--- src/rtl/cpu_pkg.sv ---
// Shared CPU types and constants for the fetch front end and later pipeline blocks.
// Latency: none (types and constants only).
// Backpressure: not applicable.
package cpu_pkg;

  localparam int XLEN    = 32;
  localparam int INSTR_W = 32;

  // Byte distance between sequential instruction words.
  localparam logic [XLEN-1:0] PC_STEP = 32'd4;

  // Default fetch address after reset.
  localparam logic [XLEN-1:0] RESET_PC_DEFAULT = 32'h0000_0000;

  // One prefetched instruction tagged with the byte address it was read from.
  typedef struct packed {
    logic [INSTR_W-1:0] instr;
    logic [XLEN-1:0]    pc;
  } fetch_entry_t;

endpackage

--- src/rtl/instr_prefetch_queue_if.sv ---
// Fetch-side bus: instruction-memory port, redirect input and decode handshake.
// Latency: none (wiring only).
// Backpressure: decode_ready gates the queue head; the fetch unit throttles imem_req.
interface instr_prefetch_queue_if
  import cpu_pkg::*;
#(
  parameter int DEPTH = 4
);

  localparam int LVL_W = $clog2(DEPTH) + 1;

  logic                imem_req;
  logic [XLEN-1:0]     imem_addr;
  logic [INSTR_W-1:0]  imem_rdata;
  logic                redirect_valid;
  logic [XLEN-1:0]     redirect_pc;
  logic                instr_valid;
  logic [INSTR_W-1:0]  instr;
  logic [XLEN-1:0]     instr_pc;
  logic                decode_ready;
  logic [LVL_W-1:0]    queue_level;

  // Fetch unit side.
  modport master (
    output imem_req, imem_addr, instr_valid, instr, instr_pc, queue_level,
    input  imem_rdata, redirect_valid, redirect_pc, decode_ready
  );

  // Memory / decode / branch-resolution side.
  modport slave (
    input  imem_req, imem_addr, instr_valid, instr, instr_pc, queue_level,
    output imem_rdata, redirect_valid, redirect_pc, decode_ready
  );

endinterface

--- src/rtl/sync_fifo.sv ---
// Generic synchronous FIFO with flush, occupancy level and a registered head output.
// Latency: a push into an empty FIFO is visible at the head one cycle later.
// Backpressure: caller must not push when full without a simultaneous pop; head holds while not popped.
module sync_fifo #(
  parameter int WIDTH = 8,
  parameter int DEPTH = 4
) (
  input  logic                     clk_i,
  input  logic                     rst_n_i,
  input  logic                     push_i,
  input  logic [WIDTH-1:0]         push_dat_i,
  input  logic                     pop_i,
  input  logic                     flush_i,
  output logic [$clog2(DEPTH):0]   level_o,
  output logic                     empty_o,
  output logic [WIDTH-1:0]         head_dat_o
);

  localparam int PTR_W = $clog2(DEPTH);
  localparam int LVL_W = PTR_W + 1;

  logic [WIDTH-1:0] mem_q [DEPTH];
  logic [PTR_W-1:0] rd_ptr_q, rd_ptr_d;
  logic [PTR_W-1:0] wr_ptr_q, wr_ptr_d;
  logic [LVL_W-1:0] count_q, count_d;
  logic [WIDTH-1:0] head_q, head_d;
  logic             pop_ok;

  // Next pointers, level and head; the head register keeps its last value once the FIFO drains.
  always_comb begin
    pop_ok   = pop_i & (count_q != '0);
    rd_ptr_d = rd_ptr_q + PTR_W'(pop_ok);
    wr_ptr_d = wr_ptr_q + PTR_W'(push_i);
    count_d  = count_q + LVL_W'(push_i) - LVL_W'(pop_ok);
    head_d   = head_q;
    if (count_d != '0) begin
      // If everything currently held is being popped, the new head is the word arriving now.
      head_d = (count_q == LVL_W'(pop_ok)) ? push_dat_i : mem_q[rd_ptr_d];
    end
    if (flush_i) begin
      rd_ptr_d = '0;
      wr_ptr_d = '0;
      count_d  = '0;
      head_d   = head_q;
    end
  end

  // Control state and head register.
  always_ff @(posedge clk_i) begin
    if (!rst_n_i) begin
      rd_ptr_q <= '0;
      wr_ptr_q <= '0;
      count_q  <= '0;
      head_q   <= '0;
    end else begin
      rd_ptr_q <= rd_ptr_d;
      wr_ptr_q <= wr_ptr_d;
      count_q  <= count_d;
      head_q   <= head_d;
    end
  end

  // Storage array; contents are only ever read behind a valid level, so no reset is needed.
  always_ff @(posedge clk_i) begin
    if (rst_n_i && push_i && !flush_i) begin
      mem_q[wr_ptr_q] <= push_dat_i;
    end
  end

  assign level_o    = count_q;
  assign empty_o    = (count_q == '0);
  assign head_dat_o = head_q;

endmodule

--- src/rtl/instr_prefetch_queue.sv ---
// Sequential instruction prefetcher: issues word reads, queues {instr, pc}, redirect flushes and restarts.
// Latency: 2 cycles from reset release, 3 cycles from a redirect, to the first valid instruction.
// Backpressure: decode_ready stalls the head; requests stop once queued plus in-flight reaches DEPTH.
module instr_prefetch_queue
  import cpu_pkg::*;
#(
  parameter int              DEPTH    = 4,
  parameter logic [XLEN-1:0] RESET_PC = RESET_PC_DEFAULT
) (
  input  logic                   clock,
  input  logic                   rst_n,
  instr_prefetch_queue_if.master bus
);

  localparam int LVL_W = $clog2(DEPTH) + 1;

  logic [XLEN-1:0]  fetch_pc_q, fetch_pc_d;
  logic [XLEN-1:0]  req_pc_q, req_pc_d;
  logic             inflight_q, inflight_d;
  logic             issue;
  logic             pop;
  logic             push;
  fetch_entry_t     push_ent;
  fetch_entry_t     head_ent;
  logic [LVL_W-1:0] level;
  logic             empty;
  logic             unused_redirect_lsbs;

  // Redirect targets are word aligned; the low address bits are discarded.
  assign unused_redirect_lsbs = ^bus.redirect_pc[1:0];

  // Issue decision and fetch-address sequencing; a redirect suppresses issue and drops the arriving response.
  always_comb begin
    pop   = ~empty & bus.decode_ready;
    issue = rst_n & ~bus.redirect_valid &
            ((int'(level) + int'(inflight_q) - int'(pop)) < DEPTH);
    push           = inflight_q & ~bus.redirect_valid;
    push_ent.instr = bus.imem_rdata;
    push_ent.pc    = req_pc_q;

    fetch_pc_d = fetch_pc_q;
    req_pc_d   = req_pc_q;
    inflight_d = issue;
    if (bus.redirect_valid) begin
      fetch_pc_d = {bus.redirect_pc[XLEN-1:2], 2'b00};
    end else if (issue) begin
      req_pc_d   = fetch_pc_q;
      fetch_pc_d = fetch_pc_q + PC_STEP;
    end
  end

  // Fetch address, address of the outstanding request and its in-flight flag.
  always_ff @(posedge clock) begin
    if (!rst_n) begin
      fetch_pc_q <= RESET_PC;
      req_pc_q   <= RESET_PC;
      inflight_q <= 1'b0;
    end else begin
      fetch_pc_q <= fetch_pc_d;
      req_pc_q   <= req_pc_d;
      inflight_q <= inflight_d;
    end
  end

  sync_fifo #(
    .WIDTH ($bits(fetch_entry_t)),
    .DEPTH (DEPTH)
  ) u_fifo (
    .clk_i      (clock),
    .rst_n_i    (rst_n),
    .push_i     (push),
    .push_dat_i (push_ent),
    .pop_i      (pop),
    .flush_i    (bus.redirect_valid),
    .level_o    (level),
    .empty_o    (empty),
    .head_dat_o (head_ent)
  );

  assign bus.imem_req    = issue;
  assign bus.imem_addr   = fetch_pc_q;
  assign bus.instr_valid = ~empty;
  assign bus.instr       = head_ent.instr;
  assign bus.instr_pc    = head_ent.pc;
  assign bus.queue_level = level;

endmodule
--- src/flat_wrapper.sv ---
// flat-port wrapper written by rule: the top's interface ports become plain ports
module instr_prefetch_queue_flat import cpu_pkg::*;
#(
  parameter int              DEPTH    = 4,
  parameter logic [XLEN-1:0] RESET_PC = RESET_PC_DEFAULT
)
  (clock, rst_n, bus_imem_req, bus_imem_addr, bus_instr_valid, bus_instr, bus_instr_pc, bus_queue_level, bus_imem_rdata, bus_redirect_valid, bus_redirect_pc, bus_decode_ready);
  instr_prefetch_queue_if #(.DEPTH(DEPTH)) bus_i ();
  input  logic clock;
  input  logic rst_n;
  output wire logic [$bits(bus_i.imem_req)-1:0] bus_imem_req;
  output wire logic [$bits(bus_i.imem_addr)-1:0] bus_imem_addr;
  output wire logic [$bits(bus_i.instr_valid)-1:0] bus_instr_valid;
  output wire logic [$bits(bus_i.instr)-1:0] bus_instr;
  output wire logic [$bits(bus_i.instr_pc)-1:0] bus_instr_pc;
  output wire logic [$bits(bus_i.queue_level)-1:0] bus_queue_level;
  input wire logic [$bits(bus_i.imem_rdata)-1:0] bus_imem_rdata;
  input wire logic [$bits(bus_i.redirect_valid)-1:0] bus_redirect_valid;
  input wire logic [$bits(bus_i.redirect_pc)-1:0] bus_redirect_pc;
  input wire logic [$bits(bus_i.decode_ready)-1:0] bus_decode_ready;
  assign bus_imem_req = bus_i.imem_req;
  assign bus_imem_addr = bus_i.imem_addr;
  assign bus_instr_valid = bus_i.instr_valid;
  assign bus_instr = bus_i.instr;
  assign bus_instr_pc = bus_i.instr_pc;
  assign bus_queue_level = bus_i.queue_level;
  assign bus_i.imem_rdata = bus_imem_rdata;
  assign bus_i.redirect_valid = bus_redirect_valid;
  assign bus_i.redirect_pc = bus_redirect_pc;
  assign bus_i.decode_ready = bus_decode_ready;
  instr_prefetch_queue #(.DEPTH(DEPTH), .RESET_PC(RESET_PC)) u_core (.clock(clock), .rst_n(rst_n), .bus(bus_i));
endmodule
--- config.mk ---
export PLATFORM = sky130hd
export DESIGN_NAME = instr_prefetch_queue_flat
export DESIGN_NICKNAME = d
export VERILOG_FILES = /design/src/rtl/cpu_pkg.sv /design/src/rtl/instr_prefetch_queue_if.sv /design/src/rtl/sync_fifo.sv /design/src/rtl/instr_prefetch_queue.sv /design/src/flat_wrapper.sv
export SDC_FILE = /design/constraint.sdc
export NUM_CORES = 1
export LEC_CHECK = 0
export ABC_AREA = 1
export CAP_MARGIN = 15
export CORE_MARGIN = 10
export CORE_UTILIZATION = 30
export DETAILED_ROUTE_END_ITERATION = 12
export SYNTH_ARGS = -nofsm -noshare
export SYNTH_HDL_FRONTEND = slang
export SYNTH_SLANG_ARGS = --single-unit
--- constraint.sdc ---
create_clock -name clock -period 7.5 [get_ports clock]
set_input_delay 1.5 -clock clock [delete_from_list [all_inputs] [get_ports clock]]
set_output_delay 1.5 -clock clock [all_outputs]
set_load 0.01 [all_outputs]
==> flow_summary_export.csv <==
group,metric,value,unit
timing,drv_slew,0,
final_layout,antenna_cells,0,
setup_path,crit_path_end_kind,"output pin",
clocking,cts_setup_buffers,0,
pwr,p_total,0.00509,W
routing,antenna_left,0,
routing,via_count,11776,
timing,finalClockSkew,0.0229,ns
logic_synthesis,synth_flop_cell,"edfxtp_1",
timing,fin_crit_sh,0.700,
timing,period_minus_slack,5.25,ns
clocking,clk_latency,0.56,ns
routing,drt-pass1-iter-count,5,
pwr,ir_drop,0.000146,V
floorplanning,die-area,61900,um2
floorplanning,die_y,249,um
clocking,cts_resized,0,
clocking,clock_path_buffers,3,
grt,grt_pass1_vias,11623,
grt,track_usage,0.135,
clocking,cts.sinks,378,
placed_design,place.gp.congestion,0.849,
outcome,status,"complete, no violations",
logic_synthesis,synth_edf_count,248,
timing,fin_setup_tns,0,ns
logic_synthesis,synth_cell_types,35,
logic_synthesis,ys_ff_latch,378,
clocking,hold_buffers,0,
placed_design,dp.final_hpwl,25800,um
logic_synthesis,synthArstFlopShare,0,
setup_path,cp.arrival,3.75,ns
final_layout,seq_area,10000,um2
logic_synthesis,seq_area_frac_synth,0.640,
routing,drc,0,
final_layout,area_delta_synth_final,23.3,%
placed_design,io_buffers,162,
clocking,cts_inserted_buffers,41,
final_layout,drive_gt1_frac,0.0695,
floorplanning,start_util,0.305,
timing,hold_viol_final,0,
routing,avgRoutedWirePerCell,17.5,um
logic_synthesis,yosys_warnings,0,
floorplanning,rows,83,
routing,drt-vias-per-instance,4.81,
pwr,pwr_density_cell,263,nW/um2
clocking,clockRootBuffer,"clkbuf_16",
timing,relSlewSlack,0.286,
clocking,cts_tree,"done",
setup_path,path_class,"input port to output pin",
setup_path,cp.required,6.00,ns
grt,grt.overflow.total,0,
grt,grt_start_max_net_pins,125,
logic_synthesis,syn_inst,1612,
final_layout,nets,1814,
logic_synthesis,synth_area,15700,um2
clocking,cts_max_level,2,
timing,rsz0062_at_grt,"no",
setup_path,critPathMaxFanout,92,
timing,fmax,191,MHz
floorplanning,die_w,249,um
grt,antenna_found_initial,0,
flow_run,maxCapViolations,0,
pwr,power_leakage,6.81,nW
setup_path,startpoint_type,"input port",
floorplanning,core,51500,um2
timing,worstMarginPinSlew,1.07,ns
final_layout,multi_input_area,5040,um2
timing,setup_viol,0,
logic_synthesis,syn_area_per_cell,9.74,um2
grt,grt_pass1_wl,67400,um
routing,drtIter0Drc,820,
final_layout,num-fill-cells,5083,
routing,wl,42900,um
floorplanning,ios,169,
clocking,clkTransAtPathRegs,0.06,ns
worst_hold_path,hold_class,"register to register",
[final cells by class]
class                           count  area share
Multi-Input combinational cell   1084       0.260
Timing Repair Buffer              182      0.0921
Clock inverter                     20      0.0129
Tap cell                          680      0.0440
Inverter                           49     0.00963
Sequential cell                   378       0.519
Clock buffer                       56      0.0617
[report_power, final]
group / leakage, nW / internal, W / switching, W
Combinational: 2.74 / 0.000242 / 0.000332
Sequential: 3.37 / 0.00231 / 0.0000693
Clock: 0.705 / 0.00130 / 0.000842
Total: 6.81 / 0.00384 / 0.00124
[metrics by stage]
step / worst slack, ns / utilization / hold slack [ns] / cells / instance area, um2
2_1_floorplan: 0.868 / - / 0.482 / 1615 / 15700
3_3_place_gp: 2.18 / 0.348 / 0.515 / 2373 / 17900
6_report: 2.25 / 0.376 / 0.530 / 2449 / 19400
3_5_place_dp: 2.16 / 0.348 / 0.529 / 2373 / 17900
4_1_cts: 2.17 / 0.376 / 0.539 / 2449 / 19400
5_1_grt: 1.98 / 0.376 / 0.557 / 2449 / 19400
[cells by family (layout without fill, tap and decap cells)]
group                      after synthesis  in the layout  synth area share
buffers and inverters                  153            307            0.0431
AOI/OAI and AO/OA                      192            192            0.0673
adders and majority gates               10             10           0.00845
and+or+nand+nor                        864            864             0.232
xor gates and xnor gates                14             14           0.00829
other                                    1              4          0.000239
DFF                                    378            378             0.640
[cells in the final DEF, fill, tap and decap left out, types with 4 or more instances in the layout]
master	n
nand3_1	258
clkdlybuf4s50_1	161
bufinv_16	5
ha_1	8
a31oi_1	61
o21ai_1	13
clkbuf_1	6
clkbuf_8	7
nand4_1	4
clkinv_2	6
a21oi_1	32
xor2_1	8
xnor2_1	5
nor3_2	4
nand2_1	534
o21ai_0	81
nor2_1	47
nor2_2	5
nand2_2	4
dfxtp_1	130
clkbuf_16	43
conb_1	4
inv_2	7
buf_4	20
inv_1	40
edfxtp_1	248
[layer usage]
metal | track usage | part of all wire
met5 | 0 | 0
met4 | 0.0445 | 0.022
met3 | 0.0349 | 0.065
met2 | 0.221 | 0.47
met1 | 0.172 | 0.44
[state kept, by name, indices dropped and copies added (netlist names)]
name and cells:
u_core.bus.imem_addr 30, u_core.inflight_q 1, u_core.req_pc_q 30, u_core.u_fifo.head_dat_o 62
u_core.u_fifo.level_o 3, u_core.u_fifo.mem_q 248, u_core.u_fifo.rd_ptr_q 2, u_core.u_fifo.wr_ptr_q 2
[cells in the mapped netlist (2+ instances only)]
| library cell | count | area, um2 |
|---|---|---|
| xnor2_1 | 5 | 43.8 |
| ha_1 | 9 | 113 |
| inv_1 | 40 | 150 |
| nor2_2 | 5 | 31.3 |
| xor2_1 | 8 | 70.1 |
| o211ai_1 | 2 | 15.0 |
| inv_2 | 8 | 30.0 |
| nor3_1 | 4 | 20.0 |
| buf_1 | 6 | 22.5 |
| a31oi_1 | 61 | 382 |
| or2_2 | 3 | 18.8 |
| buf_2 | 29 | 145 |
| o21ai_1 | 13 | 65.1 |
| nor2_4 | 3 | 33.8 |
| nand3_2 | 2 | 20.0 |
| buf_6 | 5 | 56.3 |
| edfxtp_1 | 248 | 7450 |
| nand4_1 | 4 | 25.0 |
| nand2_1 | 534 | 2000 |
| o21ai_0 | 81 | 405 |
| clkbuf_1 | 56 | 210 |
| buf_4 | 7 | 52.6 |
| a21oi_1 | 32 | 160 |
| nor2_1 | 47 | 176 |
| dfxtp_1 | 130 | 2600 |
| nand2_2 | 4 | 25.0 |
| nand3_1 | 258 | 1290 |
[worst paths after layout]
path | startpoint | to | slack (ns) | cells past startpoint
worst max register to register | u_core.u_fifo.level_o[0]$_SDFF_PP0_ | u_core.bus.imem_addr[21]$_SDFFE_PN0P_ | 3.84 | 13
worst max-delay path | rst_n | bus_imem_req | 2.25 | 7
worst min-delay path | u_core.req_pc_q[8]$_SDFFE_PN0P_ | u_core.req_pc_q[8]$_SDFFE_PN0P_ | 0.53 | 2
worst min register to register | u_core.req_pc_q[8]$_SDFFE_PN0P_ | u_core.req_pc_q[8]$_SDFFE_PN0P_ | 0.53 | 2
[worst max-delay path, cell delays in order]
cell             delay [ns]
buf_4                  0.76
inv_1                  0.09
buf_4                  0.28
nor2_1                 0.24
nand2_2                0.10
inv_2                  0.15
clkdlybuf4s50_1        0.58
Note: power is estimated with default switching activity, not from simulation.
